$ cat config.mk
export PLATFORM = sky130hd
export DESIGN_NAME = gate_activation_unit_flat
export DESIGN_NICKNAME = d
export VERILOG_FILES = /design/src/rtl/lstm_fixed_pkg.sv /design/src/rtl/gate_activation_unit_if.sv /design/src/rtl/hard_activation.sv /design/src/rtl/gate_activation_unit.sv /design/src/flat_wrapper.sv
export SDC_FILE = /design/constraint.sdc
export NUM_CORES = 1
export LEC_CHECK = 0
export CORE_MARGIN = 10
export CORE_UTILIZATION = 40
export DETAILED_ROUTE_END_ITERATION = 8
export HOLD_SLACK_MARGIN = 0.1
export SETUP_SLACK_MARGIN = 0.05
export SLEW_MARGIN = 20
export SYNTH_ARGS = -nofsm -noshare
export SYNTH_HDL_FRONTEND = slang
export SYNTH_HIERARCHICAL = 1
export SYNTH_SLANG_ARGS = --single-unit
$ cat constraint.sdc
create_clock -name clk -period 9.54 [get_ports clk]
set_input_delay 2.862 -clock clk [delete_from_list [all_inputs] [get_ports clk]]
set_output_delay 2.862 -clock clk [all_outputs]
set_load 0.01 [all_outputs]
$ cat src/rtl/lstm_fixed_pkg.sv
// Fixed-point format shared by the LSTM gate datapath: widths, constants,
// FSM state type and the requantization saturator.
package lstm_fixed_pkg;
  localparam int DATA_WIDTH   = 16;
  localparam int OUTPUT_WIDTH = 32;
  localparam int FRAC_SZ      = 10;
  localparam int SUM_WIDTH    = OUTPUT_WIDTH + 2;

  localparam int ACT_SIGMOID = 0;
  localparam int ACT_TANH    = 1;

  localparam logic signed [DATA_WIDTH-1:0] ONE_Q     = DATA_WIDTH'(1 << FRAC_SZ);
  localparam logic signed [DATA_WIDTH-1:0] NEG_ONE_Q = DATA_WIDTH'(-(1 << FRAC_SZ));
  localparam logic signed [DATA_WIDTH-1:0] HALF_Q    = DATA_WIDTH'(1 << (FRAC_SZ - 1));

  localparam logic signed [SUM_WIDTH-1:0] SAT_HI = SUM_WIDTH'(2 ** (DATA_WIDTH - 1) - 1);
  localparam logic signed [SUM_WIDTH-1:0] SAT_LO = SUM_WIDTH'(-(2 ** (DATA_WIDTH - 1)));

  typedef enum logic [1:0] {ST_IDLE, ST_RUN, ST_FLUSH, ST_DONE} gau_state_e;

  function automatic logic signed [DATA_WIDTH-1:0] sat_to_data(input logic signed [SUM_WIDTH-1:0] v);
    if (v > SAT_HI)      sat_to_data = {1'b0, {(DATA_WIDTH-1){1'b1}}};
    else if (v < SAT_LO) sat_to_data = {1'b1, {(DATA_WIDTH-1){1'b0}}};
    else                 sat_to_data = v[DATA_WIDTH-1:0];
  endfunction
endpackage

$ cat src/rtl/gate_activation_unit_if.sv
// MAC-result strobes, bias ROM port and gate-buffer write port of one gate.
interface gate_activation_unit_if import lstm_fixed_pkg::*; #(
  parameter int ADDR_WIDTH = 7
);
  logic                           start;
  logic                           x_valid;
  logic signed [OUTPUT_WIDTH-1:0] x_element;
  logic                           h_valid;
  logic signed [OUTPUT_WIDTH-1:0] h_element;
  logic [ADDR_WIDTH-1:0]          bias_addr;
  logic signed [DATA_WIDTH-1:0]   bias_data;
  logic                           gate_wr_en;
  logic [ADDR_WIDTH-1:0]          gate_wr_addr;
  logic signed [DATA_WIDTH-1:0]   gate_wr_data;
  logic                           busy;
  logic                           done;
  logic                           overflow_err;

  modport master (
    output start, x_valid, x_element, h_valid, h_element, bias_data,
    input  bias_addr, gate_wr_en, gate_wr_addr, gate_wr_data, busy, done, overflow_err
  );
  modport slave (
    input  start, x_valid, x_element, h_valid, h_element, bias_data,
    output bias_addr, gate_wr_en, gate_wr_addr, gate_wr_data, busy, done, overflow_err
  );
endinterface

$ cat src/rtl/hard_activation.sv
// Piecewise-linear activation on a Q.FRAC_SZ value: hard-sigmoid or hard-tanh.
module hard_activation import lstm_fixed_pkg::*; #(
  parameter int ACT_TYPE = ACT_SIGMOID
) (
  input  logic signed [DATA_WIDTH-1:0] q,
  output logic signed [DATA_WIDTH-1:0] act
);
  logic signed [DATA_WIDTH-1:0] sig_lin;

  always_comb begin
    // q/4 + 1/2 cannot overflow DATA_WIDTH, so no widening is needed
    sig_lin = (q >>> 2) + HALF_Q;
    act     = '0;
    if (ACT_TYPE == ACT_TANH) begin
      if (q > ONE_Q)          act = ONE_Q;
      else if (q < NEG_ONE_Q) act = NEG_ONE_Q;
      else                    act = q;
    end else begin
      if (sig_lin[DATA_WIDTH-1]) act = '0;
      else if (sig_lin > ONE_Q)  act = ONE_Q;
      else                       act = sig_lin;
    end
  end
endmodule

$ cat src/rtl/gate_activation_unit.sv
// Pairs x/h MAC results per neuron, adds bias, requantizes, activates and
// writes one gate element per neuron; three-stage pipeline after fire.
module gate_activation_unit import lstm_fixed_pkg::*; #(
  parameter int NUM_UNITS  = 100,
  parameter int ADDR_WIDTH = 7,
  parameter int ACT_TYPE   = ACT_SIGMOID
) (
  input logic                   clk,
  input logic                   rst,
  gate_activation_unit_if.slave bus
);
  localparam int STAGES = 3;
  localparam int IDX_W  = ADDR_WIDTH + 1;
  localparam logic [IDX_W-1:0] UNITS    = IDX_W'(NUM_UNITS);
  localparam logic [IDX_W-1:0] LAST_IDX = IDX_W'(NUM_UNITS - 1);

  gau_state_e                     state_q, state_d;
  logic [IDX_W-1:0]               idx_q, idx_d;
  logic                           x_full_q, x_full_d, h_full_q, h_full_d;
  logic signed [OUTPUT_WIDTH-1:0] x_slot_q, x_slot_d, h_slot_q, h_slot_d;
  logic                           bias_rdy_q, bias_rdy_d;
  logic                           ovf_q, ovf_d, busy_q, busy_d, done_q, done_d;
  logic [STAGES:1]                vld_pipe_q, vld_pipe_d;
  logic signed [SUM_WIDTH-1:0]    sum_q, sum_d;
  logic signed [DATA_WIDTH-1:0]   qv_q, qv_d, wr_data_q, wr_data_d, act_c;
  logic [ADDR_WIDTH-1:0]          a1_q, a1_d, a2_q, a2_d, a3_q, a3_d;
  logic                           fire;

  assign fire = (state_q == ST_RUN) && x_full_q && h_full_q && bias_rdy_q && (idx_q < UNITS);

  always_comb begin
    state_d    = state_q;
    idx_d      = idx_q;
    x_full_d   = x_full_q;
    h_full_d   = h_full_q;
    x_slot_d   = x_slot_q;
    h_slot_d   = h_slot_q;
    bias_rdy_d = 1'b0;
    ovf_d      = ovf_q;
    unique case (state_q)
      ST_IDLE: if (bus.start) begin
        state_d  = ST_RUN;
        idx_d    = '0;
        ovf_d    = 1'b0;
        x_full_d = 1'b0;
        h_full_d = 1'b0;
      end
      ST_RUN: begin
        // ROM data for the current idx is valid one cycle after idx settles
        bias_rdy_d = ~fire;
        if (fire) begin
          x_full_d = 1'b0;
          h_full_d = 1'b0;
          idx_d    = idx_q + IDX_W'(1);
          if (idx_q == LAST_IDX) state_d = ST_FLUSH;
        end
        if (bus.x_valid) begin
          if (x_full_q && !fire) ovf_d = 1'b1;
          else begin
            x_slot_d = bus.x_element;
            x_full_d = 1'b1;
          end
        end
        if (bus.h_valid) begin
          if (h_full_q && !fire) ovf_d = 1'b1;
          else begin
            h_slot_d = bus.h_element;
            h_full_d = 1'b1;
          end
        end
      end
      ST_FLUSH: if (vld_pipe_q == '0) state_d = ST_DONE;
      ST_DONE:  state_d = ST_IDLE;
      default:  state_d = ST_IDLE;
    endcase
    busy_d = (state_d == ST_RUN) || (state_d == ST_FLUSH);
    done_d = (state_d == ST_DONE);
  end

  always_comb begin
    vld_pipe_d = {vld_pipe_q[STAGES-1:1], fire};
    sum_d      = sum_q;
    a1_d       = a1_q;
    qv_d       = qv_q;
    a2_d       = a2_q;
    wr_data_d  = wr_data_q;
    a3_d       = a3_q;
    if (fire) begin
      sum_d = SUM_WIDTH'(x_slot_q) + SUM_WIDTH'(h_slot_q)
            + (SUM_WIDTH'(bus.bias_data) <<< FRAC_SZ);
      a1_d  = idx_q[ADDR_WIDTH-1:0];
    end
    if (vld_pipe_q[1]) begin
      qv_d = sat_to_data(sum_q >>> FRAC_SZ);
      a2_d = a1_q;
    end
    if (vld_pipe_q[2]) begin
      wr_data_d = act_c;
      a3_d      = a2_q;
    end
  end

  hard_activation #(.ACT_TYPE(ACT_TYPE)) u_act (.q(qv_q), .act(act_c));

  always_ff @(posedge clk) begin
    if (!rst) begin
      state_q    <= ST_IDLE;
      idx_q      <= '0;
      x_full_q   <= 1'b0;
      h_full_q   <= 1'b0;
      x_slot_q   <= '0;
      h_slot_q   <= '0;
      bias_rdy_q <= 1'b0;
      ovf_q      <= 1'b0;
      busy_q     <= 1'b0;
      done_q     <= 1'b0;
      vld_pipe_q <= '0;
      sum_q      <= '0;
      a1_q       <= '0;
      qv_q       <= '0;
      a2_q       <= '0;
      wr_data_q  <= '0;
      a3_q       <= '0;
    end else begin
      state_q    <= state_d;
      idx_q      <= idx_d;
      x_full_q   <= x_full_d;
      h_full_q   <= h_full_d;
      x_slot_q   <= x_slot_d;
      h_slot_q   <= h_slot_d;
      bias_rdy_q <= bias_rdy_d;
      ovf_q      <= ovf_d;
      busy_q     <= busy_d;
      done_q     <= done_d;
      vld_pipe_q <= vld_pipe_d;
      sum_q      <= sum_d;
      a1_q       <= a1_d;
      qv_q       <= qv_d;
      a2_q       <= a2_d;
      wr_data_q  <= wr_data_d;
      a3_q       <= a3_d;
    end
  end

  assign bus.bias_addr    = idx_q[ADDR_WIDTH-1:0];
  assign bus.gate_wr_en   = vld_pipe_q[STAGES];
  assign bus.gate_wr_addr = a3_q;
  assign bus.gate_wr_data = wr_data_q;
  assign bus.busy         = busy_q;
  assign bus.done         = done_q;
  assign bus.overflow_err = ovf_q;
endmodule

$ cat src/flat_wrapper.sv
// flat-port wrapper written by rule: the top's interface ports become plain ports
module gate_activation_unit_flat import lstm_fixed_pkg::*;
#(
  parameter int NUM_UNITS  = 100,
  parameter int ADDR_WIDTH = 7,
  parameter int ACT_TYPE   = ACT_SIGMOID
)
  (clk, rst, bus_start, bus_x_valid, bus_x_element, bus_h_valid, bus_h_element, bus_bias_data, bus_bias_addr, bus_gate_wr_en, bus_gate_wr_addr, bus_gate_wr_data, bus_busy, bus_done, bus_overflow_err);
  gate_activation_unit_if #(.ADDR_WIDTH(ADDR_WIDTH)) bus_i ();
  input logic clk;
  input logic rst;
  input wire logic [$bits(bus_i.start)-1:0] bus_start;
  input wire logic [$bits(bus_i.x_valid)-1:0] bus_x_valid;
  input wire logic [$bits(bus_i.x_element)-1:0] bus_x_element;
  input wire logic [$bits(bus_i.h_valid)-1:0] bus_h_valid;
  input wire logic [$bits(bus_i.h_element)-1:0] bus_h_element;
  input wire logic [$bits(bus_i.bias_data)-1:0] bus_bias_data;
  output wire logic [$bits(bus_i.bias_addr)-1:0] bus_bias_addr;
  output wire logic [$bits(bus_i.gate_wr_en)-1:0] bus_gate_wr_en;
  output wire logic [$bits(bus_i.gate_wr_addr)-1:0] bus_gate_wr_addr;
  output wire logic [$bits(bus_i.gate_wr_data)-1:0] bus_gate_wr_data;
  output wire logic [$bits(bus_i.busy)-1:0] bus_busy;
  output wire logic [$bits(bus_i.done)-1:0] bus_done;
  output wire logic [$bits(bus_i.overflow_err)-1:0] bus_overflow_err;
  assign bus_i.start = bus_start;
  assign bus_i.x_valid = bus_x_valid;
  assign bus_i.x_element = bus_x_element;
  assign bus_i.h_valid = bus_h_valid;
  assign bus_i.h_element = bus_h_element;
  assign bus_i.bias_data = bus_bias_data;
  assign bus_bias_addr = bus_i.bias_addr;
  assign bus_gate_wr_en = bus_i.gate_wr_en;
  assign bus_gate_wr_addr = bus_i.gate_wr_addr;
  assign bus_gate_wr_data = bus_i.gate_wr_data;
  assign bus_busy = bus_i.busy;
  assign bus_done = bus_i.done;
  assign bus_overflow_err = bus_i.overflow_err;
  gate_activation_unit #(.NUM_UNITS(NUM_UNITS), .ADDR_WIDTH(ADDR_WIDTH), .ACT_TYPE(ACT_TYPE)) u_core (.clk(clk), .rst(rst), .bus(bus_i));
endmodule
## Word level (Yosys, flattened, before mapping)

Cells that the tools add are included.

| operators by class | value |
|---|---|
| add/subtract/negate cells | 4 |
| order comparisons | 4 |
| eq/ne operators | 9 |
| multiplexer cells | 26 |
| bitwise logic cells | 3 |
| reduce and logical (&&, ||, !) cells | 16 |

Operators with widths:

| cell | number |
|---|---|
| $add A33 B26 Y34 | 1 |
| $add A32 B32 Y33 | 1 |
| $mux W16 | 2 |
| $mux W15 | 2 |
| $gt A24 B16 Y1 const B | 1 |
| $lt A24 B16 Y1 const B | 1 |
| $mux W8 | 2 |
| $pmux W8 S2 | 1 |
| $add A14 B11 Y15 const B | 1 |
| $gt A15 B12 Y1 const B | 1 |
| $mux W1 | 11 |
| $reduce_and A3 Y1 | 3 |
| $add A8 B1 Y8 const B | 1 |
| $eq A2 B2 Y1 const B | 4 |
| $eq A8 B7 Y1 const B | 1 |
| $lt A8 B7 Y1 const B | 1 |
| $mux W2 | 4 |
| $pmux W2 S4 | 1 |
| $logic_and A1 B1 Y1 | 6 |
| $pmux W1 S2 | 3 |
| $eq A2 B1 Y1 const B | 2 |
| $reduce_and A2 Y1 | 2 |
| $logic_not A3 Y1 | 1 |
| $not A1 Y1 | 3 |
| 6 further kinds | 6 |

| word-level totals | value |
|---|---|
| register bits | 170 |
| output and inout port bits | 34 |
| word-level logic and storage cells | 79 |

## Logic depth before layout (Yosys ltp)

Gate-level depths: netlist (run 1).

| logic depth | value |
|---|---|
| depth in word-level cells | 12 |
| mapped depth | 12 |
| gate-level depth less buffers | 12 |

## Modules after synthesis

Netlist (run 1), hierarchy kept.

By module, submodules not included:

| module | times used | cells each | area an instance (um2) |
|---|---|---|---|
| gate_activation_unit | 1 | 926 | 7,838.8 |
| hard_activation | 1 | 42 | 300.3 |

## Worst setup path after synthesis (run 1)

Ideal clock, no wire load.

| timing | value |
|---|---|
| path type | input to register |
| start point | input port bus_bias_data[2] |
| end point | register u_core.sum_q[29] |
| arrival time | 5.214 ns |
| data required time | 9.461 ns |
| path slack | 4.247 ns |
| stages | 10 |
| buffers on the path | 0 |
| path through | fa_1 ha_1 a21oi_2 nand2_1 a2111oi_4 o31ai_2 a21oi_2 o21ai_2 a311o_1 o211ai_1 |

| between the ends | value |
|---|---|
| word-level cells in the longest chain between the ends | 1 |

Ends and longest elaborated chain:

| what | RTL line | RTL |
|---|---|---|
| start: declaration | flat_wrapper.sv:17 | `input wire logic [$bits(bus_i.bias_data)-1:0] bus_bias_data;` |
| $add A33 B26 Y34 | gate_activation_unit.sv:90 | `+ (SUM_WIDTH'(bus.bias_data) <<< FRAC_SZ);` |
| end signal: assignment | gate_activation_unit.sv:136 | `sum_q <= sum_d;` |
| end: declaration | gate_activation_unit.sv:24 | `logic signed [SUM_WIDTH-1:0] sum_q, sum_d;` |

No other way between the ends.
A chain may end at the register's enable or synchronous reset.

## Worst setup path in the final report (run 1)

Ends and elaborated chain as after synthesis.

==> summary.md, run 1 <==
| Metric | Value |
|---|---|
| Cells after Synth | between 900 and 1k |
| Critical Path AT | approximately 6000 ps |
| Die area | approximately 26000 sq um |
| Number of antenna violations at the first check in global routing | 0 |
| Max clock buf depth | 2 |
| Max-slew violations | 0 |
| Syn Area/Cell | approximately 8.4 sq um |
| Global-route wire length before repair | ~33000 microns |
| Die height | around 160 microns |
| FP Rows | slightly above 50 |
| Critical Path, Cell by Cell | clkdlybuf4s50_1 > fa_1 > ha_1 > a21oi_2 > nand2_1 > o31ai_1 > o31ai_2 > a21oi_2 > o21ai_2 > a311o_1 > o211ai_1 |
| Layout Area Growth over Synthesis | 23.9% |
| TritonCTS buffer count | 17 |
| Multi-input gate area | 4490 sq um |
| CP Data Required Time | roughly 10000 ps |
| Final Hold Fails | 0 |
| GR Overflow Total | 0 |
| Setup Skew | between 9 and 10 ps |
| Max FO, Critical Path | 7 |
| CTS clk-pin slew, worst paths | 60 ps |
| Max-capacitance violation count | 0 |
| Crit path top cell by count | a21oi_2 |
| Max-slew headroom | between 20 and 30% |
| Final Critical Period | roughly 5700 ps |
| Leak | between 3 and 4 nW |
| RSZ-0062 raised after global routing | no |
| VDD IR max | 0.000115 V |
| Critical setup path kind | in -> reg |
| DP HPWL | around 15000 microns |
| Fmax | around 0.18 GHz |
| H-Tree Depth | 4 |
| PD cells | 157 nW/um^2 |
| Skew-Pair Late Insertion Delay | approximately 420 ps |
| Nets | around 1.2k |
| Number of global-route vias before repair | 6574 |
| Share of layout cells above drive strength 1 | ~5.8% |
| Layout Cells excl Fill | ~1.3k |
| Startpoint Class | input port |
| Crit-path leading delay family | compound AO/OA/AOI/OAI gates |
| Period utilization | 59.4% |
| Final setup violation count | 0 |
| Post_cts resized | 0 |
| Residual DRC | 0 |
| Worst setup EP type | flip-flop |
| IO Port Bufs | between 100 and 150 |
| Ports | 119 |
| Status | completed |
| Cell Area, Synth | 7980 sq um |
| Hold Crit Class | reg -> reg |
| DRT Pass-1 Iters | 4 |
| Placed cell count | 1283 |
| Slew @ Worst Pin | about 1100 ps |
| Clk root buf | clkbuf_16 |
| # fillers | roughly 2.0k |
| Postcts setup bufs | 0 |
| Vias | between 6k and 7k |
| Die width | approximately 160 microns |
| Core Area | between 15000 and 20000 sq um |
| Hold_buf cts | 0 |
| Ys Warns | 6 |
| Total Neg Setup Slack | 0 ps |
| Global Route Usage Sum | around 15% |
| Register Area | around 3100 sq um |
| Post-Route WL | slightly below 20000 microns |
| 1st-iter DRT viols | just over 400 |
| Routed Antenna Nets | 0 |
| CP max-delay cell | fa_1 |
| Reg2Reg Setup Slack | between 6000 and 7000 ps |
| Initial core utilization | 40.9% |
| Pin count of the biggest net entering global routing | 77 |
| Wire per inst | ~15 microns |
| CTS tree | done |
| CP max stage delay | 500 ps |
| CP Buf/Inv Count | 1 |
| Placer Congestion | ~0.86 |
| Vias per std cell | roughly 5 |
| CTS sink cnt | around 160 |
| N_diodes | 0 |
-- cell usage in the layout, fill, tap and decap left out, types with 3 or more instances in the layout --
cell type and n:
clkinv_2 5, o21bai_1 5, a31oi_1 8, or3_1 4
ha_1 43, a21oi_2 3, dfxtp_1 156, xnor2_1 12
o21ai_0 25, o211ai_1 9, clkbuf_16 17, a21o_1 11
buf_4 10, inv_1 24, inv_6 4, and2_1 10
nor2b_1 6, a21oi_1 120, and3_1 7, nand2b_1 16
a211oi_1 9, mux2i_1 32, nand2_1 187, nor4_1 3
nand4_1 15, clkdlybuf4s50_1 118, conb_1 5, o22ai_1 3
o21ai_1 15, nor3_1 4, xor2_1 9, nand3_1 24
fa_1 22, nor2_1 60
-- final timing paths --
path | from | to | cells past startpoint
min | u_core/sum_q[19] | u_core/sum_q[19] | 2
max | bus_bias_data[2] | u_core/sum_q[29] | 11
min reg2reg | u_core/sum_q[19] | u_core/sum_q[19] | 2
max reg2reg | u_core/x_slot_q[12] | u_core/sum_q[29] | 10
-- per-layer routing --
layer	GRT usage (%)	vias up	routed length [microns]	part of all wire, %
met2	23.7	117	8730	44
met4	3.72	0	160	0.81
met1	19.8	3023	9870	50
met5	0	-	0	0
met3	4.70	11	1060	5.4
li1	-	3430	-	-
-- report_power, final --
| part | internal, mW | switching [mW] |
|---|---|---|
| combinational | 0.0902 | 0.112 |
| clock | 0.391 | 0.286 |
| sequential | 0.664 | 0.00947 |
-- registers in the layout (all words and copies together) (netlist names) --
signal,flops
u_core/a1_q,7
u_core/a2_q,7
u_core/bias_rdy_q,1
u_core/bus.busy,1
u_core/bus.done,1
u_core/bus.gate_wr_addr,7
u_core/bus.gate_wr_data,16
u_core/bus.overflow_err,1
u_core/h_full_q,1
u_core/h_slot_q,32
u_core/idx_q,8
u_core/qv_q,14
u_core/state_q,2
u_core/sum_q,22
u_core/vld_pipe_q,3
u_core/x_full_q,1
u_core/x_slot_q,32
-- worst register-to-register path, cell delays in order (launching register included) --
cell	delay, ps
dfxtp_1	360
fa_1	430
ha_1	400
a21oi_2	210
nand2_1	170
o31ai_1	450
o31ai_2	170
a21oi_2	220
o21ai_2	110
a311o_1	370
o211ai_1	90
-- layout make-up --
cell class,count,area share [%]
Sequential cell,156,31.6
Timing Repair Buffer,128,12.7
Clock buffer,17,4.30
Inverter,27,1.04
Tap cell,265,3.35
Clock inverter,15,1.64
Multi-Input combinational cell,707,45.4
-- metrics by stage --
step	hold slack, ps	instance area [sq um]	util [%]	setup slack (ps)	total power, mW
after floorplan	429	8000	-	4250	0.813
after global placement	438	9300	47.6	3580	0.890
after detailed placement	445	9300	47.6	3500	0.890
after CTS	452	9890	50.7	3920	1.57
after global routing	468	9890	50.7	3630	1.62
final	447	9890	50.7	3880	1.55
No activity file was read; power rests on OpenSTA's default activity.
==> inputs of run 2 (changes only) <==
==> constraint.sdc (replaced) <==
create_clock -name clk -period 5.3 [get_ports clk]
set_input_delay 1.59 -clock clk [delete_from_list [all_inputs] [get_ports clk]]
set_output_delay 1.59 -clock clk [all_outputs]
set_load 0.01 [all_outputs]
==> run 2 against run 1 <==
  * Core utilization grew 0.083 points
  * Highest routed layer unchanged
  * Combinational power rose by 80%
  * Worst hold slack improved by 7.7 ps
  * Register-to-register slack got worse by 4200 ps
  * Count of clock-buffer cells in the layout is 3 higher
  * Cell count is essentially flat
  * Design area is 0.16% higher
  * Wire length increased by 0.16%
  * Non-clock buffer count is 1 higher
  * Global-route usage about the same
  * First-iteration DRC count is 23% lower
==> summary.md, run 2 (synthesis results as in run 1) <==
| Metric | Value |
|---|---|
| Total Neg Setup Slack | 0 ps (unchanged) |
| Number of antenna violations at the first check in global routing | 0 (unchanged) |
| VDD IR max | 0.000196 V (was 0.000115 V) |
| Setup Skew | 12.9 ps (was 9.60 ps) |
| Share of layout cells above drive strength 1 | 5.80% (was 5.81%) |
| Nets | 1188 (was 1187) |
| Critical Path AT | 4680 ps (was 6000 ps) |
| Max-slew headroom | 50.8% (was 29.2%) |
| Max-slew violations | 0 (unchanged) |
| Hold_buf cts | 0 (unchanged) |
| DRT Pass-1 Iters | 5 (was 4) |
| Largest registers | u_core/h_slot_q (32), u_core/x_slot_q (32), u_core/sum_q (22) (unchanged) |
| Max-capacitance violation count | 0 (unchanged) |
| Startpoint Class | input port (unchanged) |
| Placed cell areas | 9320 sq um (was 9300 sq um) |
| Min-Delay Endpoint | u_core/h_slot_q[10] (was u_core/sum_q[19]) |
| Residual DRC | 0 (unchanged) |
| DP HPWL | 14800 microns (was 14600 microns) |
| N_diodes | 0 (unchanged) |
| Ports | 119 (unchanged) |
| Leak | 3.74 nW (about the same) |
| R2R Path End | u_core/sum_q[29] (unchanged) |
| Global-route wire length before repair | 32900 microns (was 32700 microns) |
| Worst setup margin | 968 ps (was 3880 ps) |
| 1st-iter DRT viols | 319 (was 413) |
| RSZ-0062 raised after global routing | no (unchanged) |
| Commonest non-fill, non-tap cells in the layout | nand2_1, dfxtp_1, a21oi_1 (unchanged) |
| Hold wc startpoint | u_core/h_slot_q[10] (was u_core/sum_q[19]) |
| Pin count of the biggest net entering global routing | 63 (was 77) |
| Postcts setup bufs | 0 (unchanged) |
| CP Data Required Time | 5640 ps (was 9880 ps) |
| Final Hold Fails | 0 (unchanged) |
| Period utilization | between 80 and 90% |
| Final setup violation count | 0 (unchanged) |
| Final Instance Area | 9910 sq um (was 9890 sq um) |
| Global Route Usage Sum | 15.2% (was 15.1%) |
| CP max-delay cell | fa_1 (unchanged) |
| Post_cts resized | 0 (unchanged) |
| Worst setup EP type | flip-flop (unchanged) |
| FP Rows | 51 (unchanged) |
| Critical setup path kind | in -> reg (unchanged) |
| Die width | 161 microns (unchanged) |
| GR Overflow Total | 0 (unchanged) |
| Crit path top cell by count | a21oi_2 (unchanged) |
| TritonCTS buffer count | 17 (unchanged) |
| Wire per inst | 15.1 microns (about the same) |
| Hold slack | 455 ps (was 447 ps) |
| Vias per std cell | 5.00 (about the same) |
| Crit-path leading delay family | compound AO/OA/AOI/OAI gates (unchanged) |
| Crit path from | bus_bias_data[2] (unchanged) |
| Final total power | 2.79 mW (was 1.55 mW) |
| Max clock buf depth | 2 (unchanged) |
| Hold Crit Class | reg -> reg (unchanged) |
| Pre-CTS setup slack | 540 ps (was 3500 ps) |
| Layout Area Growth over Synthesis | 24.1% (was 23.9%) |
| Die height | 161 microns (unchanged) |
| Initial core utilization | 40.9% (unchanged) |
| Placer Congestion | 0.889 (was 0.856) |
| Fmax | between 0.2 and 0.25 GHz |
| CP Buf/Inv Count | 1 (unchanged) |
| IO Port Bufs | 118 (unchanged) |
| Max FO, Critical Path | 7 (unchanged) |
| Die area | 26000 sq um (unchanged) |
| CTS tree | done (unchanged) |
| CTS sink cnt | 156 (unchanged) |
| H-Tree Depth | 4 (unchanged) |
| Reg2Reg Setup Slack | 2320 ps (was 6490 ps) |
| Final Critical Period | about 4300 ps |
| Worst Hold Path Cells | 2 (unchanged) |
| Critical Path, Cell by Cell | clkdlybuf4s50_1 > fa_1 > ha_1 > a21oi_2 > nand2_1 > o31ai_1 > o31ai_2 > a21oi_2 > o21ai_2 > a311o_1 > o211ai_1 (unchanged) |
| Post-Route WL | 19900 microns (was 19800 microns) |
| CP max stage delay | 500 ps (about the same) |
| Status | completed (unchanged) |
| CTS clk-pin slew, worst paths | 70 ps (was 60 ps) |
| Vias | 6577 (was 6581) |
| PD cells | 281 nW/um^2 (was 157 nW/um^2) |
| Number of global-route vias before repair | 6411 (was 6574) |
| Slew @ Worst Pin | 738 ps (was 1060 ps) |
| R2R depth | 10 (unchanged) |
| Core Area | 19500 sq um (unchanged) |
| # fillers | 1963 (was 1956) |
| Skew-Pair Late Insertion Delay | 420 ps (about the same) |
| Reg2reg start | u_core/x_slot_q[12] (unchanged) |
| Clk root buf | clkbuf_16 (unchanged) |
| Routed Antenna Nets | 0 (unchanged) |
| Most common cell after layout, fill and taps aside | nand2_1 (unchanged) |
==> run 2: power breakdown <==
group / switching [mW] / internal (mW)
Combinational: 0.199 / 0.164
Sequential: 0.0171 / 1.20
Clock: 0.525 / 0.686
==> run 2: routing by layer <==
metal,routed length [microns],vias to the layer above,GRT usage (%)
met2,8830,124,23.2
met1,9640,2998,20.0
met5,0,-,0
met4,235,0,4.34
met3,1140,15,4.86
li1,-,3440,-
==> run 2: metrics by stage <==
stage,utilization [%],cells
6_report,50.7,1316
5_1_grt,50.7,1316
4_1_cts,50.7,1316
3_5_place_dp,47.8,1284
3_3_place_gp,47.8,1284
2_1_floorplan,-,954
==> run 2: worst max path at each step <==
stage / cells past startpoint / end
finish: 11 / u_core/sum_q[29]
global route: 10 / u_core/sum_q[32]
CTS: 11 / u_core/sum_q[29]
detailed placement: 11 / u_core/sum_q[29]
global placement: 11 / u_core/sum_q[29]
floorplan: 10 / u_core/sum_q[29]
==> run 2: layout make-up <==
| type | instances | area, sq um | share of cell area (%) |
|---|---|---|---|
| Clock buffer | 20 | 457 | 4.61 |
| Clock inverter | 12 | 128 | 1.29 |
| Inverter | 27 | 103 | 1.04 |
| Multi-Input combinational cell | 707 | 4490 | 45.3 |
| Sequential cell | 156 | 3120 | 31.5 |
| Tap cell | 265 | 332 | 3.35 |
| Timing Repair Buffer | 129 | 1280 | 12.9 |
==> run 2: worst min-delay path, cell delays in order (launching register included) <==
cell	delay, ps
dfxtp_1	310
nand2_1	50
a21oi_1	50
==> inputs of run 3 (changes only) <==
==> constraint.sdc (replaced) <==
create_clock -name clk -period 3.9 [get_ports clk]
set_input_delay 1.17 -clock clk [delete_from_list [all_inputs] [get_ports clk]]
set_output_delay 1.17 -clock clk [all_outputs]
set_load 0.01 [all_outputs]
==> run 3 against run 2 <==
  * Clock skew hardly changed
  * Combinational power is 60% higher
  * Sequential cell count stayed put
  * Non-clock buffer count is 54 higher
  * Worst hold slack worse by 0.98 ps
  * Global-route usage is 0.33 points higher
  * Largest cell class unchanged
==> summary.md, run 3 (synthesis results as in run 1) <==
| Metric | Value |
|---|---|
| Die height | 161 microns (unchanged) |
| Critical setup path kind | in -> reg (unchanged) |
| Initial core utilization | 40.9% (unchanged) |
| Startpoint Class | input port (unchanged) |
| Critical Path AT | 4010 ps (was 4680 ps) |
| Layout Area Growth over Synthesis | 29.6% (was 24.1%) |
| IO Port Bufs | 118 (unchanged) |
| Max FO, Critical Path | 4 (was 7) |
| Hold wc startpoint | u_core/sum_q[16] (was u_core/h_slot_q[10]) |
| CP Buf/Inv Count | 1 (unchanged) |
| Worst setup EP type | flip-flop (unchanged) |
| Commonest non-fill, non-tap cells in the layout | nand2_1, dfxtp_1, a21oi_1 (unchanged) |
| CTS sink cnt | 156 (unchanged) |
| # fillers | 1911 (was 1963) |
| Pre-CTS setup slack | -268 ps (was 540 ps) |
| Vias | 6833 (was 6577) |
| Most common cell after layout, fill and taps aside | nand2_1 (unchanged) |
| Post-Route WL | 20000 microns (was 19900 microns) |
| FP Rows | 51 (unchanged) |
| CP max stage delay | 490 ps (was 500 ps) |
| PD cells | 384 nW/um^2 (was 281 nW/um^2) |
| Status | completed (unchanged) |
| Slew @ Worst Pin | 685 ps (was 738 ps) |
| R2R depth | 11 (was 10) |
| Placed cell count | 1338 (was 1284) |
| H-Tree Depth | 4 (unchanged) |
| Die width | 161 microns (unchanged) |
| CP Data Required Time | 4240 ps (was 5640 ps) |
| Placer Congestion | 0.891 (was 0.889) |
| Clk root buf | clkbuf_16 (unchanged) |
| Skew-Pair Late Insertion Delay | 430 ps (was 420 ps) |
| Number of antenna violations at the first check in global routing | 0 (unchanged) |
| Number of global-route vias before repair | 6764 (was 6411) |
| Total Neg Setup Slack | 0 ps (unchanged) |
| DRT Pass-1 Iters | 4 (was 5) |
| Hold slack | 454 ps (was 455 ps) |
| R2R Path End | u_core/sum_q[25] (was u_core/sum_q[29]) |
| Crit-path leading delay family | compound AO/OA/AOI/OAI gates (unchanged) |
| Reg2reg start | u_core/x_slot_q[9] (was u_core/x_slot_q[12]) |
| Ports | 119 (unchanged) |
| Final Util | 53.0% (was 50.7%) |
| Global-route wire length before repair | 34000 microns (was 32900 microns) |
| Max-slew violations | 0 (unchanged) |
| VDD IR max | 0.000301 V (was 0.000196 V) |
| Worst setup margin | 234 ps (was 968 ps) |
| Max-capacitance violation count | 0 (unchanged) |
| GR Overflow Total | 0 (unchanged) |
| 1st-iter DRT viols | 333 (was 319) |
| Vias per std cell | 4.99 (was 5.00) |
| Hold_buf cts | 0 (unchanged) |
| Die area | 26000 sq um (unchanged) |
| N_diodes | 0 (unchanged) |
| Crit path top cell by count | a21oi_2 (unchanged) |
| Global Route Usage Sum | 15.5% (was 15.2%) |
| Final Hold Fails | 0 (unchanged) |
| CTS tree | done (unchanged) |
| Hold Crit Class | reg -> reg (unchanged) |
| Largest registers | u_core/h_slot_q (32), u_core/x_slot_q (32), u_core/sum_q (22) (unchanged) |
| Final setup violation count | 0 (unchanged) |
| Max-slew headroom | 54.3% (was 50.8%) |
| Reg2Reg Setup Slack | 1130 ps (was 2320 ps) |
| Final Critical Period | around 3700 ps |
| CTS clk-pin slew, worst paths | 70 ps (about the same) |
| Leak | 4.02 nW (was 3.74 nW) |
| RSZ-0062 raised after global routing | no (unchanged) |
| Share of layout cells above drive strength 1 | 10.6% (was 5.80%) |
| TritonCTS buffer count | 17 (unchanged) |
| Critical Path, Cell by Cell | clkdlybuf4s50_1 > fa_1 > ha_1 > a21oi_2 > nand2_1 > a2111oi_4 > o31ai_2 > a21oi_2 > o21ai_2 > a311o_1 > o211ai_1 (was clkdlybuf4s50_1 > fa_1 > ha_1 > a21oi_2 > nand2_1 > o31ai_1 > o31ai_2 > a21oi_2 > o21ai_2 > a311o_1 > o211ai_1) |
| Setup Skew | 13.0 ps (was 12.9 ps) |
| CP max-delay cell | fa_1 (unchanged) |
| Routed Antenna Nets | 0 (unchanged) |
| Core Area | 19500 sq um (unchanged) |
| Min-Delay Endpoint | u_core/sum_q[16] (was u_core/h_slot_q[10]) |
| Wire per inst | 14.6 microns (was 15.1 microns) |
| DP HPWL | 15100 microns (was 14800 microns) |
| Nets | 1242 (was 1188) |
| Residual DRC | 0 (unchanged) |
| Worst Hold Path Cells | 2 (unchanged) |
| Max clock buf depth | 2 (unchanged) |
| Pin count of the biggest net entering global routing | 44 (was 63) |
| Period utilization | ~94% |
| Layout Cells excl Fill | 1370 (was 1316) |
| Fmax | 0.273 GHz |
==> run 3: worst min-delay path: stages (launching register included) <==
cell and delay (ps):
dfxtp_1 310, nand2_1 50, a21oi_1 50
==> run 3: routing by layer <==
layer | wire, microns | track usage, % | vias up
met5 | 0 | 0 | -
met4 | 299 | 4.51 | 0
met3 | 1080 | 4.45 | 22
met1 | 9550 | 20.5 | 3136
met2 | 9030 | 24.0 | 126
li1 | - | - | 3549
==> run 3: layout make-up <==
class	instances	area [sq um]	area share, %
Inverter	27	103	0.992
Timing Repair Buffer	183	1670	16.1
Tap cell	265	332	3.21
Multi-Input combinational cell	707	4500	43.5
Sequential cell	156	3120	30.2
Clock inverter	15	198	1.91
Clock buffer	17	425	4.11
==> run 3: repair_timing <==
| action | 4_1_cts | 5_1_grt |
|---|---|---|
| endpoints found under the setup margin | 0 | 2 |
| buffers inserted | 0 | 0 |
| resized for setup | 0 | 1 |
==> run 3: worst max path at each step <==
stage	from	to	slack, ps	cells past startpoint
finish	bus_bias_data[2]	u_core/sum_q[29]	230	11
global route	bus_bias_data[5]	u_core/sum_q[33]	60	11
global placement	bus_bias_data[2]	u_core/sum_q[29]	-220	11
detailed placement	bus_bias_data[2]	u_core/sum_q[33]	-270	11
floorplan	bus_bias_data[2]	u_core/sum_q[29]	300	10
CTS	bus_bias_data[2]	u_core/sum_q[29]	150	11
==> run 3: stage by stage <==
step	area, sq um	total power [mW]
after floorplan	8000	1.99
after global placement	9720	2.26
after detailed placement	9720	2.26
after CTS	10300	4.02
after global routing	10300	4.16
final	10300	3.98
==> run 3: power breakdown <==
| part | leakage [nW] | internal, mW | total [mW] | switching (mW) |
|---|---|---|---|---|
| Clock | 0.301 | 0.983 | 1.75 | 0.765 |
| Combinational | 2.45 | 0.292 | 0.582 | 0.290 |
| Sequential | 1.26 | 1.62 | 1.65 | 0.0231 |
